### config.mk
export PLATFORM = sky130hd
export DESIGN_NAME = alu_issue_ctrl_flat
export DESIGN_NICKNAME = d
export VERILOG_FILES = /design/src/rtl/alu_issue_ctrl_pkg.sv /design/src/rtl/alu_issue_ctrl_if.sv /design/src/rtl/alu_issue_ctrl_cond_eval.sv /design/src/rtl/alu_issue_ctrl.sv /design/src/flat_wrapper.sv
export SDC_FILE = /design/constraint.sdc
export NUM_CORES = 1
export LEC_CHECK = 0
export CORE_MARGIN = 2
export CORE_UTILIZATION = 35
export DETAILED_ROUTE_END_ITERATION = 10
export PLACE_DENSITY = 0.68
export SLEW_MARGIN = 20
export SYNTH_ARGS = -nofsm -noshare
export SYNTH_HDL_FRONTEND = slang
export SYNTH_SLANG_ARGS = --single-unit
export TNS_END_PERCENT = 20
### constraint.sdc
create_clock -name clk -period 6.05 [get_ports clk]
set_clock_uncertainty 0.1 [all_clocks]
set_input_delay 0.605 -clock clk [delete_from_list [all_inputs] [get_ports clk]]
set_output_delay 0.605 -clock clk [all_outputs]
set_load 0.02 [all_outputs]
### src/rtl/alu_issue_ctrl_pkg.sv
// Shared definitions for the ALU issue controller: ARM opcode/condition codes,
// FSM encoding and the per-opcode ALU control bundles.
package alu_pkg;

   localparam logic [3:0] OP_AND = 4'h0;
   localparam logic [3:0] OP_EOR = 4'h1;
   localparam logic [3:0] OP_SUB = 4'h2;
   localparam logic [3:0] OP_RSB = 4'h3;
   localparam logic [3:0] OP_ADD = 4'h4;
   localparam logic [3:0] OP_ADC = 4'h5;
   localparam logic [3:0] OP_SBC = 4'h6;
   localparam logic [3:0] OP_RSC = 4'h7;
   localparam logic [3:0] OP_TST = 4'h8;
   localparam logic [3:0] OP_TEQ = 4'h9;
   localparam logic [3:0] OP_CMP = 4'hA;
   localparam logic [3:0] OP_CMN = 4'hB;
   localparam logic [3:0] OP_ORR = 4'hC;
   localparam logic [3:0] OP_MOV = 4'hD;
   localparam logic [3:0] OP_BIC = 4'hE;
   localparam logic [3:0] OP_MVN = 4'hF;

   localparam logic [3:0] COND_EQ = 4'h0;
   localparam logic [3:0] COND_NE = 4'h1;
   localparam logic [3:0] COND_CS = 4'h2;
   localparam logic [3:0] COND_CC = 4'h3;
   localparam logic [3:0] COND_MI = 4'h4;
   localparam logic [3:0] COND_PL = 4'h5;
   localparam logic [3:0] COND_VS = 4'h6;
   localparam logic [3:0] COND_VC = 4'h7;
   localparam logic [3:0] COND_HI = 4'h8;
   localparam logic [3:0] COND_LS = 4'h9;
   localparam logic [3:0] COND_GE = 4'hA;
   localparam logic [3:0] COND_LT = 4'hB;
   localparam logic [3:0] COND_GT = 4'hC;
   localparam logic [3:0] COND_LE = 4'hD;
   localparam logic [3:0] COND_AL = 4'hE;
   localparam logic [3:0] COND_NV = 4'hF;

   typedef enum logic [1:0] {ST_IDLE, ST_ISSUE, ST_WAIT, ST_DONE} state_t;

   typedef enum logic [1:0] {CIN_ZERO, CIN_ONE, CIN_CARRY} cin_sel_t;

   // a_from_b routes operand2 onto ALU port a (MOV/MVN); is_compare forces a flag write.
   typedef struct packed {
      logic     a_from_b;
      logic     invert_a;
      logic     invert_b;
      logic     is_logic;
      logic     func_idx;
      cin_sel_t cin_sel;
      logic     wb;
      logic     is_compare;
      logic     illegal;
   } op_ctrl_t;

   localparam op_ctrl_t CTRL_AND = '{1'b0, 1'b0, 1'b0, 1'b1, 1'b0, CIN_ZERO,  1'b1, 1'b0, 1'b0};
   localparam op_ctrl_t CTRL_ORR = '{1'b0, 1'b0, 1'b0, 1'b1, 1'b1, CIN_ZERO,  1'b1, 1'b0, 1'b0};
   localparam op_ctrl_t CTRL_BIC = '{1'b0, 1'b0, 1'b1, 1'b1, 1'b0, CIN_ZERO,  1'b1, 1'b0, 1'b0};
   localparam op_ctrl_t CTRL_MOV = '{1'b1, 1'b0, 1'b0, 1'b1, 1'b1, CIN_ZERO,  1'b1, 1'b0, 1'b0};
   localparam op_ctrl_t CTRL_MVN = '{1'b1, 1'b1, 1'b1, 1'b1, 1'b0, CIN_ZERO,  1'b1, 1'b0, 1'b0};
   localparam op_ctrl_t CTRL_TST = '{1'b0, 1'b0, 1'b0, 1'b1, 1'b0, CIN_ZERO,  1'b0, 1'b1, 1'b0};
   localparam op_ctrl_t CTRL_ADD = '{1'b0, 1'b0, 1'b0, 1'b0, 1'b0, CIN_ZERO,  1'b1, 1'b0, 1'b0};
   localparam op_ctrl_t CTRL_ADC = '{1'b0, 1'b0, 1'b0, 1'b0, 1'b0, CIN_CARRY, 1'b1, 1'b0, 1'b0};
   localparam op_ctrl_t CTRL_SUB = '{1'b0, 1'b0, 1'b1, 1'b0, 1'b0, CIN_ONE,   1'b1, 1'b0, 1'b0};
   localparam op_ctrl_t CTRL_SBC = '{1'b0, 1'b0, 1'b1, 1'b0, 1'b0, CIN_CARRY, 1'b1, 1'b0, 1'b0};
   localparam op_ctrl_t CTRL_RSB = '{1'b0, 1'b1, 1'b0, 1'b0, 1'b0, CIN_ONE,   1'b1, 1'b0, 1'b0};
   localparam op_ctrl_t CTRL_RSC = '{1'b0, 1'b1, 1'b0, 1'b0, 1'b0, CIN_CARRY, 1'b1, 1'b0, 1'b0};
   localparam op_ctrl_t CTRL_CMP = '{1'b0, 1'b0, 1'b1, 1'b0, 1'b0, CIN_ONE,   1'b0, 1'b1, 1'b0};
   localparam op_ctrl_t CTRL_CMN = '{1'b0, 1'b0, 1'b0, 1'b0, 1'b0, CIN_ZERO,  1'b0, 1'b1, 1'b0};
   localparam op_ctrl_t CTRL_ILL = '{1'b0, 1'b0, 1'b0, 1'b0, 1'b0, CIN_ZERO,  1'b0, 1'b0, 1'b1};

   function automatic op_ctrl_t decode_op(input logic [3:0] op);
      case (op)
         OP_AND:  return CTRL_AND;
         OP_ORR:  return CTRL_ORR;
         OP_BIC:  return CTRL_BIC;
         OP_MOV:  return CTRL_MOV;
         OP_MVN:  return CTRL_MVN;
         OP_TST:  return CTRL_TST;
         OP_ADD:  return CTRL_ADD;
         OP_ADC:  return CTRL_ADC;
         OP_SUB:  return CTRL_SUB;
         OP_SBC:  return CTRL_SBC;
         OP_RSB:  return CTRL_RSB;
         OP_RSC:  return CTRL_RSC;
         OP_CMP:  return CTRL_CMP;
         OP_CMN:  return CTRL_CMN;
         OP_EOR:  return CTRL_ILL;
         OP_TEQ:  return CTRL_ILL;
         default: return CTRL_ILL;
      endcase
   endfunction

endpackage

### src/rtl/alu_issue_ctrl_if.sv
// Bundle of decode-side, ALU-side and writeback-side signals of the issue controller.
interface alu_issue_ctrl_if #(parameter int WIDTH = 32);
   // Handshakes: a transfer happens on a rising edge where valid && ready; the
   // sender holds valid and its payload stable until that edge, ready may toggle freely.
   logic             in_valid;
   logic             in_ready;
   logic [3:0]       in_cond;
   logic [3:0]       in_opcode;
   logic             in_s;
   logic [WIDTH-1:0] in_op_a;
   logic [WIDTH-1:0] in_op_b;
   logic [WIDTH-1:0] alu_a;
   logic [WIDTH-1:0] alu_b;
   logic             alu_invert_a;
   logic             alu_invert_b;
   logic             alu_is_logic;
   logic             alu_logic_func_idx;
   logic             alu_cin;
   logic [WIDTH-1:0] alu_result;
   logic             alu_n;
   logic             alu_z;
   logic             alu_c;
   logic             alu_v;
   logic             out_valid;
   logic             out_ready;
   logic [WIDTH-1:0] out_result;
   logic             out_wb;
   logic             out_skip;
   logic             out_illegal;
   logic [3:0]       nzcv;

   // slave is the controller; master is the surrounding decode/ALU/writeback logic.
   modport slave (
      input  in_valid, in_cond, in_opcode, in_s, in_op_a, in_op_b,
      input  alu_result, alu_n, alu_z, alu_c, alu_v, out_ready,
      output in_ready, alu_a, alu_b, alu_invert_a, alu_invert_b, alu_is_logic,
      output alu_logic_func_idx, alu_cin, out_valid, out_result, out_wb, out_skip,
      output out_illegal, nzcv
   );

   modport master (
      output in_valid, in_cond, in_opcode, in_s, in_op_a, in_op_b,
      output alu_result, alu_n, alu_z, alu_c, alu_v, out_ready,
      input  in_ready, alu_a, alu_b, alu_invert_a, alu_invert_b, alu_is_logic,
      input  alu_logic_func_idx, alu_cin, out_valid, out_result, out_wb, out_skip,
      input  out_illegal, nzcv
   );
endinterface

### src/rtl/alu_issue_ctrl_cond_eval.sv
// ARM condition-field evaluation against NZCV; shared with the branch unit.
module cond_eval
   import alu_pkg::*;
(
   input  logic [3:0] i_cond,
   input  logic [3:0] i_nzcv,
   output logic       o_pass
);
   logic w_n, w_z, w_c, w_v;

   assign {w_n, w_z, w_c, w_v} = i_nzcv;

   always_comb begin
      o_pass = 1'b0;
      case (i_cond)
         COND_EQ: o_pass = w_z;
         COND_NE: o_pass = !w_z;
         COND_CS: o_pass = w_c;
         COND_CC: o_pass = !w_c;
         COND_MI: o_pass = w_n;
         COND_PL: o_pass = !w_n;
         COND_VS: o_pass = w_v;
         COND_VC: o_pass = !w_v;
         COND_HI: o_pass = w_c && !w_z;
         COND_LS: o_pass = !w_c || w_z;
         COND_GE: o_pass = (w_n == w_v);
         COND_LT: o_pass = (w_n != w_v);
         COND_GT: o_pass = !w_z && (w_n == w_v);
         COND_LE: o_pass = w_z || (w_n != w_v);
         COND_AL: o_pass = 1'b1;
         COND_NV: o_pass = 1'b0;
         default: o_pass = 1'b0;
      endcase
   end
endmodule

### src/rtl/alu_issue_ctrl.sv
// Issue-side ALU controller: accepts one data-processing op, drives the ALU for a
// fixed settle window, captures the result and owns the architectural NZCV flags.
module alu_issue_ctrl
   import alu_pkg::*;
#(
   parameter int ALU_LAT = 2,
   parameter int WIDTH   = 32
) (
   input  logic            clk,
   input  logic            rst,
   alu_issue_ctrl_if.slave bus,
   output state_t          o_dbg_state
);
   localparam logic [3:0] LAT_M1 = 4'(ALU_LAT - 1);

   state_t           r_state;
   logic [3:0]       r_cnt;
   op_ctrl_t         r_op;
   logic             r_s;
   logic [WIDTH-1:0] r_a;
   logic [WIDTH-1:0] r_b;
   logic             r_cin;
   logic             r_in_ready;
   logic             r_out_valid;
   logic [WIDTH-1:0] r_out_result;
   logic             r_out_wb;
   logic             r_out_skip;
   logic             r_out_illegal;
   logic [3:0]       r_nzcv;
   logic [WIDTH-1:0] r_alu_a;
   logic [WIDTH-1:0] r_alu_b;
   logic             r_alu_inv_a;
   logic             r_alu_inv_b;
   logic             r_alu_is_logic;
   logic             r_alu_func;
   logic             r_alu_cin;

   logic             w_pass;
   op_ctrl_t         w_dec;

   cond_eval u_cond_eval (
      .i_cond (bus.in_cond),
      .i_nzcv (r_nzcv),
      .o_pass (w_pass)
   );

   assign w_dec = decode_op(bus.in_opcode);

   always_ff @(posedge clk) begin
      if (rst) begin
         r_state        <= ST_IDLE;
         r_cnt          <= '0;
         r_op           <= '0;
         r_s            <= 1'b0;
         r_a            <= '0;
         r_b            <= '0;
         r_cin          <= 1'b0;
         r_in_ready     <= 1'b1;
         r_out_valid    <= 1'b0;
         r_out_result   <= '0;
         r_out_wb       <= 1'b0;
         r_out_skip     <= 1'b0;
         r_out_illegal  <= 1'b0;
         r_nzcv         <= 4'b0000;
         r_alu_a        <= '0;
         r_alu_b        <= '0;
         r_alu_inv_a    <= 1'b0;
         r_alu_inv_b    <= 1'b0;
         r_alu_is_logic <= 1'b0;
         r_alu_func     <= 1'b0;
         r_alu_cin      <= 1'b0;
      end else begin
         case (r_state)
            ST_IDLE: begin
               if (bus.in_valid) begin
                  r_op       <= w_dec;
                  r_s        <= bus.in_s;
                  r_a        <= bus.in_op_a;
                  r_b        <= bus.in_op_b;
                  r_cin      <= r_nzcv[1];
                  r_in_ready <= 1'b0;
                  // Failed condition takes priority over an illegal opcode; neither touches the ALU.
                  if (!w_pass || w_dec.illegal) begin
                     r_state       <= ST_DONE;
                     r_out_valid   <= 1'b1;
                     r_out_result  <= '0;
                     r_out_wb      <= 1'b0;
                     r_out_skip    <= !w_pass;
                     r_out_illegal <= w_pass;
                  end else begin
                     r_state <= ST_ISSUE;
                  end
               end
            end
            ST_ISSUE: begin
               r_alu_a        <= r_op.a_from_b ? r_b : r_a;
               r_alu_b        <= r_b;
               r_alu_inv_a    <= r_op.invert_a;
               r_alu_inv_b    <= r_op.invert_b;
               r_alu_is_logic <= r_op.is_logic;
               r_alu_func     <= r_op.func_idx;
               case (r_op.cin_sel)
                  CIN_ONE:   r_alu_cin <= 1'b1;
                  CIN_CARRY: r_alu_cin <= r_cin;
                  default:   r_alu_cin <= 1'b0;
               endcase
               r_cnt   <= LAT_M1;
               r_state <= ST_WAIT;
            end
            ST_WAIT: begin
               if (r_cnt == 4'd0) begin
                  r_state       <= ST_DONE;
                  r_out_valid   <= 1'b1;
                  r_out_result  <= bus.alu_result;
                  r_out_wb      <= r_op.wb;
                  r_out_skip    <= 1'b0;
                  r_out_illegal <= r_op.illegal;
                  // Logic ops have no meaningful carry/overflow, so C and V are preserved.
                  if (r_s || r_op.is_compare) begin
                     if (r_op.is_logic)
                        r_nzcv <= {bus.alu_n, bus.alu_z, r_nzcv[1:0]};
                     else
                        r_nzcv <= {bus.alu_n, bus.alu_z, bus.alu_c, bus.alu_v};
                  end
               end else begin
                  r_cnt <= r_cnt - 4'd1;
               end
            end
            ST_DONE: begin
               if (bus.out_ready) begin
                  r_state       <= ST_IDLE;
                  r_out_valid   <= 1'b0;
                  r_out_wb      <= 1'b0;
                  r_out_skip    <= 1'b0;
                  r_out_illegal <= 1'b0;
                  r_in_ready    <= 1'b1;
               end
            end
            default: r_state <= ST_IDLE;
         endcase
      end
   end

   assign bus.in_ready           = r_in_ready;
   assign bus.alu_a              = r_alu_a;
   assign bus.alu_b              = r_alu_b;
   assign bus.alu_invert_a       = r_alu_inv_a;
   assign bus.alu_invert_b       = r_alu_inv_b;
   assign bus.alu_is_logic       = r_alu_is_logic;
   assign bus.alu_logic_func_idx = r_alu_func;
   assign bus.alu_cin            = r_alu_cin;
   assign bus.out_valid          = r_out_valid;
   assign bus.out_result         = r_out_result;
   assign bus.out_wb             = r_out_wb;
   assign bus.out_skip           = r_out_skip;
   assign bus.out_illegal        = r_out_illegal;
   assign bus.nzcv               = r_nzcv;
   assign o_dbg_state            = r_state;

endmodule

### src/flat_wrapper.sv
// flat-port wrapper written by rule: the top's interface ports become plain ports
module alu_issue_ctrl_flat import alu_pkg::*;
#(
   parameter int ALU_LAT = 2,
   parameter int WIDTH   = 32
)
  (clk, rst, o_dbg_state, bus_in_valid, bus_in_cond, bus_in_opcode, bus_in_s, bus_in_op_a, bus_in_op_b, bus_alu_result, bus_alu_n, bus_alu_z, bus_alu_c, bus_alu_v, bus_out_ready, bus_in_ready, bus_alu_a, bus_alu_b, bus_alu_invert_a, bus_alu_invert_b, bus_alu_is_logic, bus_alu_logic_func_idx, bus_alu_cin, bus_out_valid, bus_out_result, bus_out_wb, bus_out_skip, bus_out_illegal, bus_nzcv);
  alu_issue_ctrl_if #(.WIDTH(WIDTH)) bus_i ();
  input  logic clk;
  input  logic rst;
  output state_t o_dbg_state;
  input wire logic [$bits(bus_i.in_valid)-1:0] bus_in_valid;
  input wire logic [$bits(bus_i.in_cond)-1:0] bus_in_cond;
  input wire logic [$bits(bus_i.in_opcode)-1:0] bus_in_opcode;
  input wire logic [$bits(bus_i.in_s)-1:0] bus_in_s;
  input wire logic [$bits(bus_i.in_op_a)-1:0] bus_in_op_a;
  input wire logic [$bits(bus_i.in_op_b)-1:0] bus_in_op_b;
  input wire logic [$bits(bus_i.alu_result)-1:0] bus_alu_result;
  input wire logic [$bits(bus_i.alu_n)-1:0] bus_alu_n;
  input wire logic [$bits(bus_i.alu_z)-1:0] bus_alu_z;
  input wire logic [$bits(bus_i.alu_c)-1:0] bus_alu_c;
  input wire logic [$bits(bus_i.alu_v)-1:0] bus_alu_v;
  input wire logic [$bits(bus_i.out_ready)-1:0] bus_out_ready;
  output wire logic [$bits(bus_i.in_ready)-1:0] bus_in_ready;
  output wire logic [$bits(bus_i.alu_a)-1:0] bus_alu_a;
  output wire logic [$bits(bus_i.alu_b)-1:0] bus_alu_b;
  output wire logic [$bits(bus_i.alu_invert_a)-1:0] bus_alu_invert_a;
  output wire logic [$bits(bus_i.alu_invert_b)-1:0] bus_alu_invert_b;
  output wire logic [$bits(bus_i.alu_is_logic)-1:0] bus_alu_is_logic;
  output wire logic [$bits(bus_i.alu_logic_func_idx)-1:0] bus_alu_logic_func_idx;
  output wire logic [$bits(bus_i.alu_cin)-1:0] bus_alu_cin;
  output wire logic [$bits(bus_i.out_valid)-1:0] bus_out_valid;
  output wire logic [$bits(bus_i.out_result)-1:0] bus_out_result;
  output wire logic [$bits(bus_i.out_wb)-1:0] bus_out_wb;
  output wire logic [$bits(bus_i.out_skip)-1:0] bus_out_skip;
  output wire logic [$bits(bus_i.out_illegal)-1:0] bus_out_illegal;
  output wire logic [$bits(bus_i.nzcv)-1:0] bus_nzcv;
  assign bus_i.in_valid = bus_in_valid;
  assign bus_i.in_cond = bus_in_cond;
  assign bus_i.in_opcode = bus_in_opcode;
  assign bus_i.in_s = bus_in_s;
  assign bus_i.in_op_a = bus_in_op_a;
  assign bus_i.in_op_b = bus_in_op_b;
  assign bus_i.alu_result = bus_alu_result;
  assign bus_i.alu_n = bus_alu_n;
  assign bus_i.alu_z = bus_alu_z;
  assign bus_i.alu_c = bus_alu_c;
  assign bus_i.alu_v = bus_alu_v;
  assign bus_i.out_ready = bus_out_ready;
  assign bus_in_ready = bus_i.in_ready;
  assign bus_alu_a = bus_i.alu_a;
  assign bus_alu_b = bus_i.alu_b;
  assign bus_alu_invert_a = bus_i.alu_invert_a;
  assign bus_alu_invert_b = bus_i.alu_invert_b;
  assign bus_alu_is_logic = bus_i.alu_is_logic;
  assign bus_alu_logic_func_idx = bus_i.alu_logic_func_idx;
  assign bus_alu_cin = bus_i.alu_cin;
  assign bus_out_valid = bus_i.out_valid;
  assign bus_out_result = bus_i.out_result;
  assign bus_out_wb = bus_i.out_wb;
  assign bus_out_skip = bus_i.out_skip;
  assign bus_out_illegal = bus_i.out_illegal;
  assign bus_nzcv = bus_i.nzcv;
  alu_issue_ctrl #(.ALU_LAT(ALU_LAT), .WIDTH(WIDTH)) u_core (.clk(clk), .rst(rst), .bus(bus_i), .o_dbg_state(o_dbg_state));
endmodule
## Word-level counts from Yosys, hierarchy flattened

Memories as Yosys holds them, arrays and structs flattened.
Cells that the tools add are included.

| word-level totals | value |
|---|---|
| output and inout bits | 112 |
| memories | 1 |
| bits in registers | 192 |
| memory bits (read-only) | 160 |

Memories:

| memory | words | width | rd ports | clocked after memory_dff | write ports | RTL line | text |
|---|---|---|---|---|---|---|---|
| (no name shown) | 16 | 10 | 1 | 0 | 0 | alu_issue_ctrl_pkg.sv:73 | `case (op)` |

| operators by class | value |
|---|---|
| mux-type cells | 34 |
| eq/ne operators | 27 |
| reductions and logical operators | 26 |
| add/sub/neg operators | 1 |
| bitwise gates (word level) | 1 |

Operators by type and width:

| operator | count |
|---|---|
| two-way mux 32 bit | 4 |
| one-hot mux 32 bit (2 select lines) | 1 |
| == test 4 bit, second input constant | 8 |
| == test 4 x 3 -> 1 bit, second input constant | 4 |
| one-hot mux 1 bit (16 select lines) | 1 |
| two-way mux 1 bit | 15 |
| one-hot mux 1 bit (3 select lines) | 4 |
| AND reduction 3 bit | 3 |
| == test 4 x 2 -> 1 bit, second input constant | 2 |
| zero test 4 bit | 2 |
| two-way mux 2 bit | 4 |
| one-hot mux 2 bit (4 select lines) | 1 |
| one-hot mux 4 bit (2 select lines) | 1 |
| AND reduction 4 bit | 2 |
| == test 2 bit, second input constant | 3 |
| != test 2 bit, second input constant | 3 |
| nonzero test 2 bit | 3 |
| zero test 1 bit | 5 |
| AND reduction 5 bit | 1 |
| == test 2 x 1 -> 1 bit, second input constant | 2 |
| == test 4 x 1 -> 1 bit, second input constant | 1 |
| logical OR 1 bit | 4 |
| two-way mux 4 bit | 1 |
| != test 2 x 1 -> 1 bit, second input constant | 2 |
| other kinds (9) | 12 |

## Longest topological paths before layout

Gate-level depths: netlist of run 1.

| logic depth | value |
|---|---|
| depth after elaboration | 8 |
| depth in mapped cells | 9 |
| gate-level depth less buffers | 8 |

## Modules after synthesis

Synthesis of run 1 repeated with hierarchy kept, for this count alone.

| unflattened totals | value |
|---|---|
| cell total of the unflattened synthesis | 871 |
| area total of the unflattened synthesis | 7604.8 sq um |

By module, submodules not included:

| module | area an instance (sq um) | times used | cells each |
|---|---|---|---|
| alu_issue_ctrl | 7449.6 | 1 | 848 |
| cond_eval | 155.1 | 1 | 23 |

## Worst setup path after synthesis of run 1

Ideal clock, no wire load.

| timing | value |
|---|---|
| path type | in2reg |
| from | in bus_in_cond[2] |
| to | reg u_core.r_out_result[10] (netlist: u_core.bus.out_result[10]) |
| buffers on the path | 2 |
| stages | 8 |
| arrival time | 2.312 ns |
| required time | 5.880 ns |
| setup slack | 3.568 ns |
| cells stage by stage | buf_6 > mux2_4 > a221o_1 > a2111oi_4 > o31a_2 > buf_4 > nand3_1 > a21oi_1 |

| between the ends | value |
|---|---|
| word-level cells in the longest chain between the ends | 6 |

Ends and longest elaborated chain:

| element | RTL line | text |
|---|---|---|
| from (decl) | flat_wrapper.sv:13 | `input wire logic [$bits(bus_i.in_cond)-1:0] bus_in_cond;` |
| == test 4 bit (tied with other cells) | alu_issue_ctrl_cond_eval.sv:15 | `case (i_cond)` |
| one-hot mux 1 bit (16 select lines) * | alu_issue_ctrl_cond_eval.sv:15 |  |
| zero test 1 bit * | alu_issue_ctrl.sv:83 | `if (!w_pass \|\| w_dec.illegal) begin` |
| logical OR 1 bit * | alu_issue_ctrl.sv:83 |  |
| != test 2 x 1 -> 1 bit (no source line) * | -- |  |
| AND reduction 4 bit (no source line) * | -- |  |
| to (signal assigned) | alu_issue_ctrl.sv:114 | `r_out_result <= bus.alu_result;` |
| to (decl) | alu_issue_ctrl.sv:25 | `logic [WIDTH-1:0] r_out_result;` |

Mark *: on every way between the ends. The rest lies on a longest branch, timed or not.
A chain may end at the register's enable or synchronous reset.

## Final worst setup path of run 1

| timing | value |
|---|---|
| from | in bus_in_cond[2] |
| to | reg u_core.r_out_result[31] (netlist: u_core.bus.out_result[31]) |

The elaborated chain is that of the path after synthesis.

==> tab_implementation.tex, run 1 <==
\begin{tabular}{lr}
\hline
Metric & Value \\
\hline
\multicolumn{2}{l}{\textbf{Run status}} \\
Status & complete, no violations \\
\multicolumn{2}{l}{\textbf{Global routing}} \\
Total routing usage reported by global routing & 0.171 \\
Number of antenna violations at the first check in global routing & 1 \\
Pin count of the biggest net entering global routing & 130 \\
Via count of the first global-routing pass & 5,966 \\
Global route total overflow & 0 \\
Wire length of the first global-routing pass & 30,800 microns \\
\multicolumn{2}{l}{\textbf{Clock network}} \\
Depth of the CTS H-tree & 4 \\
Clk\_lat worst skew & 0.43 ns \\
CTS tree & yes \\
Library cell used as clock root buffer & sky130\_fd\_sc\_hd\_\_clkbuf\_16 \\
Post-CTS setup buffer count & 0 \\
Clock-pin transition on the worst setup and hold timing paths & 0.07 ns \\
Post-CTS Hold Buffers & 0 \\
Clock Sink Count & 192 \\
Post\_cts resized & 0 \\
Inserted Clock Buffers & 17 \\
Max Root-Sink Buffers & 2 \\
\multicolumn{2}{l}{\textbf{Yosys}} \\
Flip-flop and latch count after synthesis & 192 \\
Share of synthesized area occupied by flip-flops and latches & 0.518 \\
Number of warnings reported in the yosys synthesis log & 0 \\
Number of library cell types mapped by synthesis & 45 \\
Combined area of all synthesized cells & 7420 sq um \\
Synthesized netlist cell count & 854 \\
Post-synthesis net count & 975 \\
Average cell area after synthesis & 8.69 sq um \\
\multicolumn{2}{l}{\textbf{Route}} \\
Initial DRC Count & 393 \\
Count of vias placed by the detailed router & 6,426 \\
Total Routed Length & 19,600 microns \\
First drt pass iteration count & 5 \\
Via density per instance & 4.84 \\
Wire length per cell & 14.8 microns \\
Final routed DRC violation total & 0 \\
Remaining antenna violation count after routing & 0 \\
\multicolumn{2}{l}{\textbf{Die}} \\
Starting density of the core & 0.355 \\
Number of top-level pins & 225 \\
Die Y-Extent & 150 microns \\
Number of placement rows & 53 \\
Chip width & 150 microns \\
Core area & 20,900 sq um \\
Die footprint & 22,400 sq um \\
\multicolumn{2}{l}{\textbf{Worst setup path}} \\
Start-to-end type of the worst setup path & input pin to register \\
Nature of the critical path startpoint & input pin \\
Kind of capture point of the worst setup path & register \\
Critical Path AT & 3.36 ns \\
Largest driver fanout on the critical path & 32 \\
Worst endpoint required time & 6.30 ns \\
\multicolumn{2}{l}{\textbf{Finish}} \\
Non-filler instance count after layout & 1,327 \\
Final standard cell area without fillers & 10,400 sq um \\
Total area of multi-input combinational cells & 3300 sq um \\
Flip-flop and latch area & 3840 sq um \\
Layout Nets & 1,159 \\
Relative area change from synthesis to final layout & 40.0\% \\
Fillers & 1,974 \\
Proportion of layout cells with a drive suffix above 1 & 0.0485 \\
\multicolumn{2}{l}{\textbf{Placement}} \\
Number of placed instances, taps included & 1,294 \\
Final weighted congestion in routability-driven placement & 0.817 \\
Number of buffers inserted by port buffering & 224 \\
Standard cell area after detailed placement & 9830 sq um \\
Post-detail-place hpwl & 12,800 microns \\
\multicolumn{2}{l}{\textbf{Run}} \\
Max-capacitance violation count & 0 \\
\multicolumn{2}{l}{\textbf{STA}} \\
RSZ-0062 raised after global routing & no \\
Post-layout min period & 3.11 ns \\
Final-report max-slew violation count & 0 \\
Worst slew pin tran & 0.988 ns \\
Highest clock rate & 321 MHz \\
Setup TNS Final & 0 ns \\
Hold violation total from the final report & 0 \\
Slew margin rel. & 0.342 \\
Setup-violating endpoint count in the final report & 0 \\
Part of the cycle the worst path needs & 0.515 \\
\multicolumn{2}{l}{\textbf{Power}} \\
Power density relative to cell area & 412 nW/um\^{}2 \\
Final Total Pwr & 4.29 mW \\
Leakage power total & 3.59 nW \\
Worst voltage drop across the vdd grid & 0.322 mV \\
\multicolumn{2}{l}{\textbf{Hold path}} \\
Kind of path behind the tightest hold check & register to register \\
\hline
\end{tabular}
area by class of cell:
class | instances | area share
Clock inverter | 14 | 0.0120
Sequential cell | 192 | 0.370
Antenna cell | 1 | 0.000241
Multi-Input combinational cell | 585 | 0.317
Inverter | 11 | 0.00397
Tap cell | 275 | 0.0331
Timing Repair Buffer | 231 | 0.221
Clock buffer | 18 | 0.0423
path summary, 6_finish.rpt:
path	to	depth (start not counted)	startpoint	slack, ns
worst max-delay path	u_core.bus.out_result[31]$_SDFFE_PP0P_	7	bus_in_cond[2]	2.94
worst min-delay path	u_core.r_a[16]$_SDFFE_PP0P_	2	u_core.r_a[16]$_SDFFE_PP0P_	0.35
worst max register to register	u_core.bus.out_result[31]$_SDFFE_PP0P_	8	u_core.r_cnt[0]$_SDFFE_PP0P_	3.33
worst min register to register	u_core.r_a[16]$_SDFFE_PP0P_	2	u_core.r_a[16]$_SDFFE_PP0P_	0.35
cells in the mapped netlist (all sizes together):
cell | count | area (sq um)
dfxtp | 192 | 3840
nor4b | 1 | 8.76
nor4 | 1 | 6.26
xnor2 | 3 | 26.3
o31a | 1 | 10.0
or3b | 1 | 8.76
a21oi | 116 | 581
o211a | 1 | 10.0
o22ai | 1 | 6.26
a32o | 1 | 10.0
nor3 | 8 | 40.0
or3 | 1 | 6.26
a41o | 1 | 10.0
and2 | 3 | 18.8
o221ai | 1 | 8.76
xor2 | 1 | 8.76
inv | 11 | 41.3
nor2b | 3 | 18.8
a211o | 1 | 8.76
mux2i | 74 | 741
nand2 | 178 | 668
buf | 14 | 71.3
nor4bb | 1 | 10.0
nand4 | 2 | 12.5
a2111oi | 2 | 36.3
clkbuf | 52 | 195
o21ba | 1 | 10.0
nand2b | 5 | 31.3
o32ai | 1 | 8.76
o31ai | 1 | 12.5
o311ai | 1 | 8.76
o21ai | 6 | 30.0
mux2 | 2 | 26.3
a221o | 2 | 20.0
ha | 8 | 100
o2111a | 1 | 11.3
nand3 | 34 | 170
a221oi | 1 | 8.76
a211oi | 34 | 255
nor2 | 86 | 323
logic make-up (layout without fill, tap and decap cells):
logic type      count (synthesis)  after routing  share of synthesized area
xor+xnor                        4              4                    0.00472
fa+ha+maj                       8              8                     0.0135
other cells                     0              1                          0
buf+inv                        77            274                     0.0415
mux                            76             76                      0.103
simple gates                  324            324                      0.178
compound gates                173            173                      0.141
flops                         192            192                      0.518
power by group:
| part | switching (mW) | total [mW] | leakage (nW) | internal, mW |
|---|---|---|---|---|
| clock | 0.525 | 1.08 | 0.270 | 0.552 |
| combinational | 0.930 | 1.57 | 1.75 | 0.639 |
| sequential | 0.142 | 1.64 | 1.56 | 1.50 |
critical path: stages:
cell	delay, ns
sky130_fd_sc_hd__clkdlybuf4s50_1	0.66
sky130_fd_sc_hd__mux2_4	0.33
sky130_fd_sc_hd__a221o_1	0.33
sky130_fd_sc_hd__a2111oi_4	0.49
sky130_fd_sc_hd__o31a_2	0.62
sky130_fd_sc_hd__nand3_1	0.16
sky130_fd_sc_hd__a21oi_1	0.16
placed cells by master, fill, tap and decap left out, types with 2 or more instances in the layout:
cell type,count
sky130_fd_sc_hd__a221o_1,2
sky130_fd_sc_hd__and2_1,2
sky130_fd_sc_hd__nor2_1,86
sky130_fd_sc_hd__clkdlybuf4s50_1,223
sky130_fd_sc_hd__clkinv_4,5
sky130_fd_sc_hd__nor2b_1,3
sky130_fd_sc_hd__buf_6,2
sky130_fd_sc_hd__buf_4,6
sky130_fd_sc_hd__xnor2_1,3
sky130_fd_sc_hd__clkinvlp_4,3
sky130_fd_sc_hd__inv_8,4
sky130_fd_sc_hd__mux2i_1,74
sky130_fd_sc_hd__dfxtp_1,191
sky130_fd_sc_hd__o21ai_0,5
sky130_fd_sc_hd__nand2_1,177
sky130_fd_sc_hd__inv_1,11
sky130_fd_sc_hd__nand4_1,2
sky130_fd_sc_hd__a21oi_1,116
sky130_fd_sc_hd__a211oi_1,34
sky130_fd_sc_hd__clkbuf_16,17
sky130_fd_sc_hd__nand2b_1,5
sky130_fd_sc_hd__nor3_1,8
sky130_fd_sc_hd__ha_1,7
sky130_fd_sc_hd__nand3_1,34
sequential cells by signal, summed over array words and instances (netlist names), 2 cells and up:
register,flops
u_core.r_op,10
u_core.bus.alu_b,32
u_core.r_b,32
u_core.bus.alu_a,32
u_core.bus.nzcv,4
u_core.bus.out_result,32
u_core.r_cnt,4
u_core.o_dbg_state,2
u_core.r_a,32
routing by layer:
layer	routed length (microns)	track usage
met3	1280	0.0540
met4	155	0.0395
met2	9050	0.269
met5	0	0
met1	9130	0.231
stage by stage:
step,utilization,hold slack (ns),setup slack [ns]
4_1_cts,0.497,0.355,2.93
3_3_place_gp,0.470,0.336,2.56
6_report,0.498,0.354,2.94
2_1_floorplan,-,0.329,3.57
5_1_grt,0.497,0.370,2.76
3_5_place_dp,0.470,0.346,2.49
Note: power is estimated with default switching activity, not from simulation.
==> run 2, diff against run 1 <==
- clock period: 6.05 -> 3.2 ns (I/O delays scaled with it)
==> run 2 against run 1 <==
First-iteration DRC count is 15% lower. Register-to-register slack lost 2.6 ns. Via count shrank 0.26%. Sequential share of layout area is 0.37 points lower. Largest power group unchanged. Clock-buffer cell count unchanged. Die area stayed put. Largest cell class unchanged. Utilization up 0.50 points. Power rose by 94%.
==> tab_implementation.tex, run 2 (synthesized netlist as in run 1, its figures left out) <==
\begin{tabular}{lr}
\hline
Metric & Value \\
\hline
\multicolumn{2}{l}{\textbf{Run status}} \\
Status & complete, no violations (unchanged) \\
\multicolumn{2}{l}{\textbf{Global routing}} \\
Total routing usage reported by global routing & 0.171 (about the same) \\
Number of antenna violations at the first check in global routing & 0 (was 1) \\
Via count of the first global-routing pass & 5,987 (was 5,966) \\
Pin count of the biggest net entering global routing & 112 (was 130) \\
Global route total overflow & 0 (unchanged) \\
Wire length of the first global-routing pass & 30,600 microns (was 30,800 microns) \\
\multicolumn{2}{l}{\textbf{STA}} \\
Worst slew pin tran & 0.629 ns (was 0.988 ns) \\
RSZ-0062 raised after global routing & no (unchanged) \\
Hold violation total from the final report & 0 (unchanged) \\
Highest clock rate & 395 MHz \\
Worst Slack Setup Final & 0.670 ns (was 2.94 ns) \\
Part of the cycle the worst path needs & 0.791 \\
Slew margin rel. & 0.580 (was 0.342) \\
Setup-violating endpoint count in the final report & 0 (unchanged) \\
Final-report max-slew violation count & 0 (unchanged) \\
Post-layout min period & 2.53 ns \\
Setup TNS Final & 0 ns (unchanged) \\
\multicolumn{2}{l}{\textbf{Finish}} \\
Relative area change from synthesis to final layout & 41.4\% (was 40.0\%) \\
Fillers & 2,004 (was 1,974) \\
Flip-flop and latch area & 3840 sq um (unchanged) \\
Number of diodes added for antenna fixing & 0 (was 1) \\
Total area of multi-input combinational cells & 3300 sq um (unchanged) \\
Leading cell types in the layout, fill and taps excluded & 223 x sky130\_fd\_sc\_hd\_\_clkdlybuf4s50\_1, 191 x sky130\_fd\_sc\_hd\_\_dfxtp\_1, 177 x sky130\_fd\_sc\_hd\_\_nand2\_1, 116 x sky130\_fd\_sc\_hd\_\_a21oi\_1, 86 x sky130\_fd\_sc\_hd\_\_nor2\_1 (unchanged) \\
Most common cell after layout, fill and taps aside & sky130\_fd\_sc\_hd\_\_clkdlybuf4s50\_1 (unchanged) \\
Final standard cell area without fillers & 10,500 sq um (was 10,400 sq um) \\
Proportion of layout cells with a drive suffix above 1 & 0.0503 (was 0.0485) \\
Layout Nets & 1,162 (was 1,159) \\
\multicolumn{2}{l}{\textbf{Power}} \\
Internal power & 5.28 mW (was 2.69 mW) \\
Net Switching & 3.03 mW (was 1.60 mW) \\
Worst voltage drop across the vdd grid & 0.542 mV (was 0.322 mV) \\
Sequential fraction of design power & 0.373 (was 0.383) \\
Share of power burned in the clock network & 0.262 (was 0.251) \\
Power density relative to cell area & 792 nW/um\^{}2 (was 412 nW/um\^{}2) \\
Portion of total power attributed to combinational logic & 0.364 (was 0.366) \\
Leakage power total & 3.64 nW (was 3.59 nW) \\
Switching portion of total power & 0.364 (was 0.373) \\
\multicolumn{2}{l}{\textbf{Worst setup path}} \\
Largest driver fanout on the critical path & 32 (unchanged) \\
Worst endpoint required time & 3.46 ns (was 6.30 ns) \\
Nature of the critical path startpoint & input pin (unchanged) \\
Critical Path AT & 2.79 ns (was 3.36 ns) \\
Kind of capture point of the worst setup path & register (unchanged) \\
Start-to-end type of the worst setup path & input pin to register (unchanged) \\
\multicolumn{2}{l}{\textbf{Route}} \\
Met2 Routed Length & 8850 microns (was 9050 microns) \\
Initial DRC Count & 336 (was 393) \\
Highest metal layer with signal wires & met4 (unchanged) \\
Metal3 WL & 1200 microns (was 1280 microns) \\
Final routed DRC violation total & 0 (unchanged) \\
Wire length per cell & 14.6 microns (was 14.8 microns) \\
Remaining antenna violation count after routing & 0 (unchanged) \\
Total Routed Length & 19,400 microns (was 19,600 microns) \\
M1 wire length & 9120 microns (was 9130 microns) \\
Via density per instance & 4.82 (was 4.84) \\
Count of vias placed by the detailed router & 6,409 (was 6,426) \\
First drt pass iteration count & 5 (unchanged) \\
\multicolumn{2}{l}{\textbf{Clock network}} \\
Library cell used as clock root buffer & sky130\_fd\_sc\_hd\_\_clkbuf\_16 (unchanged) \\
Max Root-Sink Buffers & 2 (unchanged) \\
Inserted Clock Buffers & 17 (unchanged) \\
Depth of the CTS H-tree & 4 (unchanged) \\
Clk\_lat worst skew & 0.43 ns (about the same) \\
CTS tree & yes (unchanged) \\
Clock-pin transition on the worst setup and hold timing paths & 0.08 ns (was 0.07 ns) \\
Post\_cts resized & 0 (unchanged) \\
Clock Sink Count & 192 (unchanged) \\
Post-CTS Hold Buffers & 0 (unchanged) \\
Post-CTS setup buffer count & 0 (unchanged) \\
\multicolumn{2}{l}{\textbf{Placement}} \\
Final weighted congestion in routability-driven placement & 0.846 (was 0.817) \\
Standard cell area after detailed placement & 9890 sq um (was 9830 sq um) \\
Post-detail-place hpwl & 12,900 microns (was 12,800 microns) \\
Number of buffers inserted by port buffering & 224 (unchanged) \\
Post-placement setup slack & 0.229 ns (was 2.49 ns) \\
\multicolumn{2}{l}{\textbf{Die}} \\
Core area & 20,900 sq um (unchanged) \\
Number of placement rows & 53 (unchanged) \\
Die footprint & 22,400 sq um (unchanged) \\
Chip width & 150 microns (unchanged) \\
Starting density of the core & 0.355 (unchanged) \\
Number of top-level pins & 225 (unchanged) \\
Die Y-Extent & 150 microns (unchanged) \\
\multicolumn{2}{l}{\textbf{Hold path}} \\
Kind of path behind the tightest hold check & input pin to register (was register to register) \\
\multicolumn{2}{l}{\textbf{Run}} \\
Max-capacitance violation count & 0 (unchanged) \\
\hline
\end{tabular}
## run 2: changes by cell type in the layout (fill, tap and decap cells not counted), moves of 2 or more
cell / before / now
sky130_fd_sc_hd__inv_8: 4 / 2
sky130_fd_sc_hd__clkinvlp_4: 3 / 1
sky130_fd_sc_hd__buf_12: 0 / 4
sky130_fd_sc_hd__bufinv_16: 0 / 2
sky130_fd_sc_hd__inv_6: 1 / 3
## run 2: path summary, 6_finish.rpt
kind,slack [ns],end,from,cells after the start
max,0.67,u_core.bus.out_result[0]$_SDFFE_PP0P_,bus_in_cond[2],8
min,0.25,u_core.bus.alu_is_logic$_SDFFE_PP0P_,rst,2
max reg2reg,0.74,u_core.bus.out_result[0]$_SDFFE_PP0P_,u_core.r_cnt[0]$_SDFFE_PP0P_,9
min reg2reg,0.35,u_core.bus.out_result[3]$_SDFFE_PP0P_,u_core.bus.out_result[3]$_SDFFE_PP0P_,2
## run 2: power groups by stage
stage | logic [mW] | clock network (mW) | registers [mW]
floorplan | 1.61 | 0 | 3.41
finish | 3.03 | 2.18 | 3.10
global route | 3.31 | 2.35 | 3.16
CTS | 3.07 | 2.23 | 3.10
global placement | 3.04 | 0 | 3.15
detailed placement | 3.07 | 0 | 3.15
## run 2: worst max-delay path, cell delays in order
cell and delay (ns):
sky130_fd_sc_hd__clkdlybuf4s50_1 0.65, sky130_fd_sc_hd__mux2_4 0.33, sky130_fd_sc_hd__a221o_1 0.33, sky130_fd_sc_hd__a2111oi_4 0.49, sky130_fd_sc_hd__o31a_2 0.22, sky130_fd_sc_hd__buf_12 0.18, sky130_fd_sc_hd__nand3_1 0.09, sky130_fd_sc_hd__a21oi_1 0.17
## run 2: cell type report
| class | count | share of cell area |
|---|---|---|
| inverters | 11 | 0.00393 |
| clock buffers | 18 | 0.0409 |
| clock inverters | 14 | 0.0165 |
| flip-flops and latches | 192 | 0.366 |
| repair buffers | 234 | 0.226 |
| multi-input cells | 585 | 0.314 |
| well taps | 275 | 0.0328 |
## run 2: metal layers
metal	vias to the layer above	GRT usage
met5	-	0
met4	0	0.0519
met3	21	0.0451
met2	172	0.269
met1	2933	0.230
li1	3283	-
## run 2: stage by stage
stage                     hold slack [ns]  instances  power [mW]  utilization
after global placement              0.337       1297        6.19        0.474
final                               0.246       1329        8.31        0.502
after global routing                0.253       1329        8.82        0.502
after CTS                           0.236       1329        8.41        0.502
after floorplan                     0.329        854        5.02            -
after detailed placement            0.343       1297        6.22        0.474
==> run 3, diff against run 2 <==
- PLACE_DENSITY: 0.68 -> 0.7
- clock period: 3.2 -> 2.3 ns (I/O delays scaled with it)
==> run 3 against run 2 <==
Register-to-register slack worse by 0.65 ns. Design area increased by 2.4%. Sequential power up 39%. Global-route usage up 0.40 points. Die area unchanged. Sequential share of layout area decreased by 0.86 points. Setup slack got worse by 0.58 ns. Routed wire length up 3.4%. Worst hold slack got worse by 0.11 ns. Combinational power rose by 51%. Largest cell class unchanged. Highest routed layer unchanged.
==> tab_implementation.tex, run 3 (synthesized netlist as in run 1, its figures left out) <==
\begin{tabular}{lr}
\hline
Metric & Value \\
\hline
\multicolumn{2}{l}{\textbf{Run status}} \\
Status & complete, no violations (unchanged) \\
\multicolumn{2}{l}{\textbf{Worst setup path}} \\
Critical Path Max Stage Delay & 0.47 ns (was 0.65 ns) \\
Critical Path AT & 2.46 ns (was 2.79 ns) \\
CP bufs+invs & 2 (unchanged) \\
Nature of the critical path startpoint & register (was input pin) \\
Master of the slowest instance on the critical path & sky130\_fd\_sc\_hd\_\_or3b\_2 (was sky130\_fd\_sc\_hd\_\_clkdlybuf4s50\_1) \\
Series of cell instances along the critical path & inv\_1 > ha\_1 > or3b\_2 > and2\_4 > a21oi\_4 > o31a\_4 > buf\_12 > nand3\_1 > a21oi\_2 (was clkdlybuf4s50\_1 > mux2\_4 > a221o\_1 > a2111oi\_4 > o31a\_2 > buf\_12 > nand3\_1 > a21oi\_1) \\
Number of cell instances on the worst register-to-register path & 9 (unchanged) \\
Kind of capture point of the worst setup path & register (unchanged) \\
Depth of the critical timing path with buffers and inverters included & 9 (was 8) \\
Largest driver fanout on the critical path & 16 (was 32) \\
Worst endpoint required time & 2.56 ns (was 3.46 ns) \\
Category of cells accounting for the largest share of critical-path delay & simple AND/OR/NAND/NOR gates (was compound AO/OA/AOI/OAI gates) \\
Start-to-end type of the worst setup path & register to register (was input pin to register) \\
\multicolumn{2}{l}{\textbf{Die}} \\
Starting density of the core & 0.355 (unchanged) \\
Chip width & 150 microns (unchanged) \\
Number of top-level pins & 225 (unchanged) \\
Die footprint & 22,400 sq um (unchanged) \\
Core area & 20,900 sq um (unchanged) \\
Die Y-Extent & 150 microns (unchanged) \\
Number of placement rows & 53 (unchanged) \\
\multicolumn{2}{l}{\textbf{Clock network}} \\
Library cell used as clock root buffer & sky130\_fd\_sc\_hd\_\_clkbuf\_16 (unchanged) \\
Max Root-Sink Buffers & 2 (unchanged) \\
Clock-pin transition on the worst setup and hold timing paths & 0.07 ns (was 0.08 ns) \\
Clock Sink Count & 192 (unchanged) \\
Clk\_lat worst skew & 0.42 ns (was 0.43 ns) \\
Post-CTS setup buffer count & 0 (unchanged) \\
Inserted Clock Buffers & 17 (unchanged) \\
CTS tree & yes (unchanged) \\
Post-CTS Hold Buffers & 0 (unchanged) \\
Depth of the CTS H-tree & 4 (unchanged) \\
\multicolumn{2}{l}{\textbf{STA}} \\
Slew margin rel. & 0.625 (was 0.580) \\
Setup-violating endpoint count in the final report & 0 (unchanged) \\
Worst slew pin tran & 0.562 ns (was 0.629 ns) \\
Highest clock rate & 453 MHz \\
Part of the cycle the worst path needs & 0.960 \\
Final-report max-slew violation count & 0 (unchanged) \\
Hold violation total from the final report & 0 (unchanged) \\
Post-layout min period & 2.21 ns \\
\multicolumn{2}{l}{\textbf{Finish}} \\
Proportion of layout cells with a drive suffix above 1 & 0.0718 (was 0.0503) \\
Leading cell types in the layout, fill and taps excluded & 222 x sky130\_fd\_sc\_hd\_\_clkdlybuf4s50\_1, 191 x sky130\_fd\_sc\_hd\_\_dfxtp\_1, 177 x sky130\_fd\_sc\_hd\_\_nand2\_1, 114 x sky130\_fd\_sc\_hd\_\_a21oi\_1, 86 x sky130\_fd\_sc\_hd\_\_nor2\_1 (was 223 x sky130\_fd\_sc\_hd\_\_clkdlybuf4s50\_1, 191 x sky130\_fd\_sc\_hd\_\_dfxtp\_1, 177 x sky130\_fd\_sc\_hd\_\_nand2\_1, 116 x sky130\_fd\_sc\_hd\_\_a21oi\_1, 86 x sky130\_fd\_sc\_hd\_\_nor2\_1) \\
Non-filler instance count after layout & 1,348 (was 1,329) \\
Number of diodes added for antenna fixing & 0 (unchanged) \\
Final standard cell area without fillers & 10,700 sq um (was 10,500 sq um) \\
Layout Nets & 1,182 (was 1,162) \\
Relative area change from synthesis to final layout & 44.8\% (was 41.4\%) \\
Most common cell after layout, fill and taps aside & sky130\_fd\_sc\_hd\_\_clkdlybuf4s50\_1 (unchanged) \\
\multicolumn{2}{l}{\textbf{Global routing}} \\
Wire length of the first global-routing pass & 31,500 microns (was 30,600 microns) \\
Via count of the first global-routing pass & 6,128 (was 5,987) \\
Total routing usage reported by global routing & 0.175 (was 0.171) \\
Number of antenna violations at the first check in global routing & 0 (unchanged) \\
Pin count of the biggest net entering global routing & 80 (was 112) \\
Global route total overflow & 0 (unchanged) \\
\multicolumn{2}{l}{\textbf{Route}} \\
Total Routed Length & 20,100 microns (was 19,400 microns) \\
Remaining antenna violation count after routing & 0 (unchanged) \\
Final routed DRC violation total & 0 (unchanged) \\
Via density per instance & 4.84 (was 4.82) \\
First drt pass iteration count & 4 (was 5) \\
Initial DRC Count & 248 (was 336) \\
Count of vias placed by the detailed router & 6,529 (was 6,409) \\
Wire length per cell & 14.9 microns (was 14.6 microns) \\
\multicolumn{2}{l}{\textbf{Placement}} \\
Number of placed instances, taps included & 1,316 (was 1,297) \\
Final weighted congestion in routability-driven placement & 0.833 (was 0.846) \\
Number of buffers inserted by port buffering & 224 (unchanged) \\
Post-detail-place hpwl & 13,300 microns (was 12,900 microns) \\
Standard cell area after detailed placement & 10,100 sq um (was 9890 sq um) \\
\multicolumn{2}{l}{\textbf{Run}} \\
Max-capacitance violation count & 0 (unchanged) \\
\multicolumn{2}{l}{\textbf{Power}} \\
Worst voltage drop across the vdd grid & 0.851 mV (was 0.542 mV) \\
Leakage power total & 3.77 nW (was 3.64 nW) \\
Power density relative to cell area & 1100 nW/um\^{}2 (was 792 nW/um\^{}2) \\
\multicolumn{2}{l}{\textbf{Hold path}} \\
Number of cells traversed by the worst hold path & 2 (unchanged) \\
Kind of path behind the tightest hold check & input pin to register (unchanged) \\
\hline
\end{tabular}
[run 3: changes by cell type in the layout (fill, tap and decap cells not counted), sizes merged]
cell           previous run  this run
buf                      11        30
clkbuf                   18        19
clkdlybuf4s50           223       222
clkinv                    6         1
clkinvlp                  1         5
dlymetal6s2s              0         1
[run 3: worst paths after layout]
path / slack [ns] / from / end
worst max-delay path: 0.09 / u_core.r_cnt[0]$_SDFFE_PP0P_ / u_core.bus.out_result[6]$_SDFFE_PP0P_
worst min-delay path: 0.14 / rst / u_core.bus.nzcv[0]$_SDFFE_PP0P_
worst max register to register: 0.09 / u_core.r_cnt[0]$_SDFFE_PP0P_ / u_core.bus.out_result[6]$_SDFFE_PP0P_
worst min register to register: 0.35 / u_core.r_op[1]$_SDFFE_PP0P_ / u_core.r_op[1]$_SDFFE_PP0P_
[run 3: area by class of cell]
cell class / instances / area, sq um
Clock buffer: 18 / 439
Clock inverter: 13 / 154
Fill cell: 1985 / 10100
Inverter: 11 / 41.3
Multi-Input combinational cell: 585 / 3320
Sequential cell: 192 / 3840
Tap cell: 275 / 344
Timing Repair Buffer: 254 / 2600
[run 3: per-layer routing]
layer / global-route usage / up-vias / wire (microns)
li1: - / 3311 / -
met1: 0.234 / 3025 / 9300
met2: 0.280 / 185 / 9430
met3: 0.0530 / 8 / 1210
met4: 0.0405 / 0 / 124
met5: 0 / - / 0
[run 3: power by group]
group / switching (mW) / total [mW] / internal (mW)
registers: 0.361 / 4.30 / 3.94
clock network: 1.35 / 3.00 / 1.65
logic: 2.57 / 4.57 / 1.99
total: 4.28 / 11.9 / 7.58
[run 3: per-stage QoR]
step | total power, mW | setup WS, ns | TNS (ns) | hold WS (ns) | util
6_report | 11.9 | 0.0921 | 0 | 0.135 | 0.515
5_1_grt | 12.6 | -0.0158 | -0.0228 | 0.137 | 0.515
4_1_cts | 11.9 | 0.0172 | 0 | 0.126 | 0.512
2_1_floorplan | 6.99 | 0.143 | 0 | 0.266 | -
3_5_place_dp | 8.85 | -0.428 | -13.14 | 0.342 | 0.483
3_3_place_gp | 8.78 | -0.383 | -11.38 | 0.336 | 0.483
[run 3: timing repair]
| action | in CTS | in global routing |
|---|---|---|
| endpoints found under the setup margin | 32 | 36 |
| gates cloned | 0 | 1 |
| pin swaps | 0 | 3 |
| resized for setup | 1 | 7 |
